[config.mk]
export PLATFORM = sky130hd
export DESIGN_NAME = ask_frame_sequencer
export DESIGN_NICKNAME = d
export VERILOG_FILES = /design/src/rtl/ask_frame_sequencer.sv
export SDC_FILE = /design/constraint.sdc
export NUM_CORES = 1
export LEC_CHECK = 0
export ABC_AREA = 1
export CAP_MARGIN = 20
export CORE_MARGIN = 2
export CORE_UTILIZATION = 62
export DETAILED_ROUTE_END_ITERATION = 12
export PLACE_DENSITY = 0.85
export SKIP_CTS_REPAIR_TIMING = 1
export SLEW_MARGIN = 25
export SYNTH_ARGS = -nofsm -noshare
export SYNTH_HDL_FRONTEND = slang
export SYNTH_SLANG_ARGS = --single-unit
[constraint.sdc]
create_clock -name i_clk -period 6.4 [get_ports i_clk]
set_input_delay 0.64 -clock i_clk [delete_from_list [all_inputs] [get_ports i_clk]]
set_output_delay 0.64 -clock i_clk [all_outputs]
set_load 0.01 [all_outputs]
[src/rtl/ask_frame_sequencer.sv]
// ask_frame_sequencer
// Frame-level controller for the DDS ASK modulator.
// Each frame has three parts:
//   - an alternating preamble (1,0,1,0,...);
//   - the payload bytes, sent MSB first;
//   - a carrier-off guard interval.
// Every bit is held for a programmable number of clock cycles.
// Optional build macro: ASK_PARITY_EN appends an even-parity bit to every
// payload byte, giving 9 bits per byte instead of 8.
module ask_frame_sequencer #(
    parameter int PERIOD_W      = 16,
    parameter int PREAMBLE_BITS = 8,
    parameter int GUARD_BITS    = 4
) (
    input  logic                i_clk,
    input  logic                i_rst_n,
    input  logic [PERIOD_W-1:0] i_bit_period,
    input  logic [5:0]          i_carrier_word,
    input  logic [7:0]          i_byte,
    input  logic                i_last,
    input  logic                i_byte_valid,
    output logic                o_byte_ready,
    output logic                o_mod_data,
    output logic [5:0]          o_mod_freq_word,
    output logic                o_busy,
    output logic                o_frame_done,
    output logic                o_underrun
);

`ifdef ASK_PARITY_EN
    localparam int BITS_PER_BYTE = 9;
`else
    localparam int BITS_PER_BYTE = 8;
`endif
    localparam int CNT_W = 16;

    typedef enum logic [1:0] {
        ST_IDLE,
        ST_PREAMBLE,
        ST_DATA,
        ST_GUARD
    } state_t;

    state_t                   state_reg;
    logic [PERIOD_W-1:0]      period_reg;
    logic [PERIOD_W-1:0]      timer_reg;
    logic [CNT_W-1:0]         bit_cnt_reg;
    logic [BITS_PER_BYTE-1:0] shift_reg;
    logic                     last_reg;
    logic                     mod_data_reg;
    logic [5:0]               freq_word_reg;
    logic                     busy_reg;
    logic                     frame_done_reg;
    logic                     underrun_reg;

    logic [7:0]               hold_byte_reg;
    logic                     hold_last_reg;
    logic                     hold_valid_reg;

    logic [PERIOD_W-1:0]      period_eff;
    logic [BITS_PER_BYTE-1:0] load_word;
    logic                     bit_end;
    logic                     byte_end;
    logic                     shifter_load;
    logic                     accept;

    // Word presented to the shifter when a byte is taken from the holding register.
`ifdef ASK_PARITY_EN
    assign load_word = {hold_byte_reg, ^hold_byte_reg};
`else
    assign load_word = hold_byte_reg;
`endif

    assign o_byte_ready    = !hold_valid_reg;
    assign accept          = i_byte_valid && !hold_valid_reg;
    assign o_mod_data      = mod_data_reg;
    assign o_mod_freq_word = freq_word_reg;
    assign o_busy          = busy_reg;
    assign o_frame_done    = frame_done_reg;
    assign o_underrun      = underrun_reg;

    // Bit-boundary detection and the moments the shifter consumes the holding register.
    always_comb begin
        period_eff   = (i_bit_period == '0) ? PERIOD_W'(1) : i_bit_period;
        bit_end      = (timer_reg == '0);
        byte_end     = (bit_cnt_reg == CNT_W'(BITS_PER_BYTE - 1));
        shifter_load = 1'b0;
        if (state_reg == ST_IDLE && hold_valid_reg)
            shifter_load = 1'b1;
        else if (state_reg == ST_DATA && bit_end && byte_end && !last_reg && hold_valid_reg)
            shifter_load = 1'b1;
    end

    // One-entry holding register: a new accept takes priority over a shifter load.
    always_ff @(posedge i_clk or negedge i_rst_n) begin
        if (!i_rst_n) begin
            hold_byte_reg  <= '0;
            hold_last_reg  <= 1'b0;
            hold_valid_reg <= 1'b0;
        end else if (accept) begin
            hold_byte_reg  <= i_byte;
            hold_last_reg  <= i_last;
            hold_valid_reg <= 1'b1;
        end else if (shifter_load) begin
            hold_valid_reg <= 1'b0;
        end
    end

    // Frame FSM: sequences preamble/data/guard bits and drives registered modulator outputs.
    always_ff @(posedge i_clk or negedge i_rst_n) begin
        if (!i_rst_n) begin
            state_reg      <= ST_IDLE;
            period_reg     <= PERIOD_W'(1);
            timer_reg      <= '0;
            bit_cnt_reg    <= '0;
            shift_reg      <= '0;
            last_reg       <= 1'b0;
            mod_data_reg   <= 1'b0;
            freq_word_reg  <= '0;
            busy_reg       <= 1'b0;
            frame_done_reg <= 1'b0;
            underrun_reg   <= 1'b0;
        end else begin
            frame_done_reg <= 1'b0;
            underrun_reg   <= 1'b0;
            case (state_reg)
                ST_IDLE: begin
                    if (hold_valid_reg) begin
                        state_reg     <= ST_PREAMBLE;
                        period_reg    <= period_eff;
                        timer_reg     <= period_eff - PERIOD_W'(1);
                        bit_cnt_reg   <= '0;
                        shift_reg     <= load_word;
                        last_reg      <= hold_last_reg;
                        mod_data_reg  <= 1'b1;
                        freq_word_reg <= i_carrier_word;
                        busy_reg      <= 1'b1;
                    end
                end
                ST_PREAMBLE: begin
                    if (!bit_end) begin
                        timer_reg <= timer_reg - PERIOD_W'(1);
                    end else begin
                        timer_reg <= period_reg - PERIOD_W'(1);
                        if (bit_cnt_reg == CNT_W'(PREAMBLE_BITS - 1)) begin
                            state_reg    <= ST_DATA;
                            bit_cnt_reg  <= '0;
                            mod_data_reg <= shift_reg[BITS_PER_BYTE-1];
                        end else begin
                            bit_cnt_reg  <= bit_cnt_reg + CNT_W'(1);
                            // Next preamble index is even (bit = 1) exactly when the current one is odd.
                            mod_data_reg <= bit_cnt_reg[0];
                        end
                    end
                end
                ST_DATA: begin
                    if (!bit_end) begin
                        timer_reg <= timer_reg - PERIOD_W'(1);
                    end else begin
                        timer_reg <= period_reg - PERIOD_W'(1);
                        if (byte_end) begin
                            bit_cnt_reg <= '0;
                            if (last_reg) begin
                                state_reg    <= ST_GUARD;
                                mod_data_reg <= 1'b0;
                            end else if (hold_valid_reg) begin
                                shift_reg    <= load_word;
                                last_reg     <= hold_last_reg;
                                mod_data_reg <= load_word[BITS_PER_BYTE-1];
                            end else begin
                                // Payload stream starved: close the frame with a guard interval.
                                state_reg    <= ST_GUARD;
                                mod_data_reg <= 1'b0;
                                underrun_reg <= 1'b1;
                            end
                        end else begin
                            bit_cnt_reg  <= bit_cnt_reg + CNT_W'(1);
                            shift_reg    <= {shift_reg[BITS_PER_BYTE-2:0], 1'b0};
                            mod_data_reg <= shift_reg[BITS_PER_BYTE-2];
                        end
                    end
                end
                ST_GUARD: begin
                    if (!bit_end) begin
                        timer_reg <= timer_reg - PERIOD_W'(1);
                    end else begin
                        timer_reg <= period_reg - PERIOD_W'(1);
                        if (bit_cnt_reg == CNT_W'(GUARD_BITS - 1)) begin
                            state_reg      <= ST_IDLE;
                            bit_cnt_reg    <= '0;
                            freq_word_reg  <= '0;
                            busy_reg       <= 1'b0;
                            frame_done_reg <= 1'b1;
                        end else begin
                            bit_cnt_reg <= bit_cnt_reg + CNT_W'(1);
                        end
                    end
                end
                default: begin
                    state_reg <= ST_IDLE;
                end
            endcase
        end
    end

endmodule

==> metrics.csv <==
metric,value,unit
run status,"finished, final reports clean",
P_int,871,uW
initial antenna violation count,0,
setup violators final,0,
IO Pins,45,
routed vias/inst,5.55,
first-pass GRT wire length,18.6,mm
mapped cell area,4650,um2
Min-Delay Path Class,in -> async,
final global-route overflow total,0,
Max Slew Vio Count,0,
crit end category,register,
Cells after Synth,612,
met3 wire len,545,um
ranking of synthesized cells by area,"dfrtp_1 (42%), nand2_1 (12%), inv_1 (6.8%)",
Synth Area in XOR/XNOR,0.565,%
"Distinct cells, synth",45,
post-synth net total,652,
"commonest cells after routing, fill and taps aside","nand2_1 (152), inv_1 (84), dfrtp_1 (78), o21ai_0 (53), nand3_1 (49)",
crit-path max FO,22,
Worst-Skew Late Latency,0.37,ns
RSZ-0062 raised after global routing,false,
CTS buffer count,9,
routed length per instance,14.3,um
Die Height,90.6,um
# placed instances,739,
DP Area,5120,um2
top cell type's share of synthesized area,41.9,%
Peak VDD IR,0.148,mV
Clock Sinks,79,
std cell rows,31,
largest family of logic cells by synthesized area,simple AND/OR/NAND/NOR gates,
FF/Latch Area,1980,um2
Synth area leader,dfrtp_1,
clock network power share,29.4,%
initial cell density of the core,64.2,%
fin crit share,45.7,%
skew final,0.00942,ns
Highest Signal Layer,met4,
Post-Syn Area per Cell,7.60,um2
"Design Area, Final",5330,um2
critical path class,reg -> reg,
Crit path required time,6.66,ns
power density cells,247,nW/um2
"Reg clk slew, reported paths",0.09,ns
drt total wl,10.8,mm
"most common cell after layout, fill and taps aside",nand2_1,
sequential cell area fraction in the yosys report,42.5,%
"slowest stage delay, CP",0.63,ns
pin count of the biggest net entering global routing,80,
Bufs and invs on worst path,2,
mux contribution to synthesized area,2.66,%
Non-Filler Instances,755,
number of global-route vias before repair,4097,
Antenna diodes,0,
Die X,90.6,um
switching portion of total power,33.7,%
# Max-Cap Violations,0,
placed wire-length estimate,7.61,mm
DRC Markers,0,
Seq pwr share,45.8,%
port bufs,44,
cell family with most CP delay,adder cells,
LEAKAGE,2.57,nW
Comb pwr share,24.8,%
Power Total,1.31,mW
max_slew headroom,36.9,%
CP max stage cell,ha_1,
layout cells sized above 1,11.4,%
Hold Fails Final Rpt,0,
area of the multi-input gates,2230,um2
crit path launch type,register,
Least-Margin Pin Slew,0.944,ns
Metal-1 WL,4.64,mm
drt pass-1 iters,5,
Total GRT Usage,28.2,%
post-synthesis simple-gate area fraction,31.0,%
nets,691,
Iter 0 DRT Violations,389,
Synth Register Bits,79,
Psw,443,uW
CP arrival,3.18,ns
cell mode on critical path,nand2_1,
DR WL met2,5.27,mm
H-tree depth,3,
GP Congestion,0.905,
critical-path cell list,inv_1 > ha_1 > inv_2 > o21ai_2 > ha_1 > nand2_1 > nor2_2 > nand2_1 > o21ai_0 > nand2_1 > nand2_1 > nand2_1,
setup TNS,0,ns
vias,4189,
Fmax achieved,0.342,GHz
die footprint,8210,um2
total number of yosys warnings,0,
Worst R2R Setup Slack,3.48,ns
DRT antenna net count,0,
Core ar.,7250,um2
post-route minimum period,2.92,ns
clock buffer depth,2,
TritonCTS clock tree,yes,
area growth from synthesis to layout,14.5,%
Post-Synth Adder-Cell Area,1.61,%
compound-cell area share of the yosys netlist,12.1,%
Root Buffer Master,clkbuf_8,
Layout fillers,572,
final timing paths:
path / from / to / cells after the start
max reg2reg: state_reg[0] / timer_reg[10] / 12
max in group asynchronous: i_rst_n / period_reg[6] / 1
min reg2reg: shift_reg[3] / shift_reg[3] / 2
max: state_reg[0] / timer_reg[10] / 12
min: i_rst_n / period_reg[15] / 1
min in group i_clk: shift_reg[3] / shift_reg[3] / 2
worst reg2reg max path, stage by stage, from the launching register on:
cell,delay (ns)
dfrtp_1,0.42
inv_1,0.09
ha_1,0.63
inv_2,0.38
o21ai_2,0.33
ha_1,0.20
nand2_1,0.10
nor2_2,0.19
nand2_1,0.12
o21ai_0,0.17
nand2_1,0.07
nand2_1,0.05
nand2_1,0.05
kinds of logic (layout without fill, tap and decap cells):
logic type	after synthesis	count (layout)
xor+xnor	3	3
buf+inv	107	151
mux	11	11
flops	79	79
simple gates	304	304
compound gates	102	102
fa+ha+maj	6	6
power by group through the flow:
stage                     Clock (mW)  Combinational [mW]  Sequential (mW)
after global placement             0               0.310            0.607
after detailed placement           0               0.322            0.610
final                          0.386               0.326            0.602
after floorplan                    0               0.240            0.599
after CTS                      0.389               0.324            0.601
after global routing           0.411               0.369            0.609
stage by stage:
stage / utilization [%] / setup slack [ns] / hold slack (ns)
floorplan: - / 4.25 / 0.344
global placement: 70.6 / 3.65 / 0.465
detailed placement: 70.6 / 3.52 / 0.469
CTS: 73.4 / 3.52 / 0.475
global route: 73.4 / 3.17 / 0.360
finish: 73.4 / 3.48 / 0.296
Yosys cell counts, drive strengths merged:
| cell | count |
|---|---|
| nand2 | 162 |
| inv | 89 |
| dfrtp | 78 |
| o21ai | 65 |
| nor2 | 64 |
| nand3 | 52 |
| a21oi | 20 |
| buf | 11 |
| mux2 | 11 |
| nand4 | 11 |
| o22ai | 8 |
| clkbuf | 6 |
| ha | 6 |
| nor3 | 5 |
| nand3b | 4 |
| nor4 | 4 |
| xor2 | 3 |
| a211oi | 2 |
| a21boi | 2 |
| a31oi | 2 |
| a22o | 1 |
| a22oi | 1 |
| and3 | 1 |
| clkinv | 1 |
| dfstp | 1 |
| nor3b | 1 |
| o21a | 1 |
layer usage:
metal / global-route usage [%] / vias to the layer above
li1: - / 2054
met4: 14.6 / 0
met2: 46.3 / 145
met1: 36.1 / 1955
met3: 4.26 / 35
met5: 0 / -
final cells by class:
| type | count | share of cell area, % |
|---|---|---|
| clock buffer | 9 | 2.33 |
| clock inverter | 7 | 1.48 |
| inverter | 90 | 6.44 |
| multi-input combinational | 426 | 41.9 |
| sequential | 79 | 37.1 |
| tap | 99 | 2.33 |
| timing repair buffer | 45 | 8.43 |
Note: power is estimated with default switching activity, not from simulation.
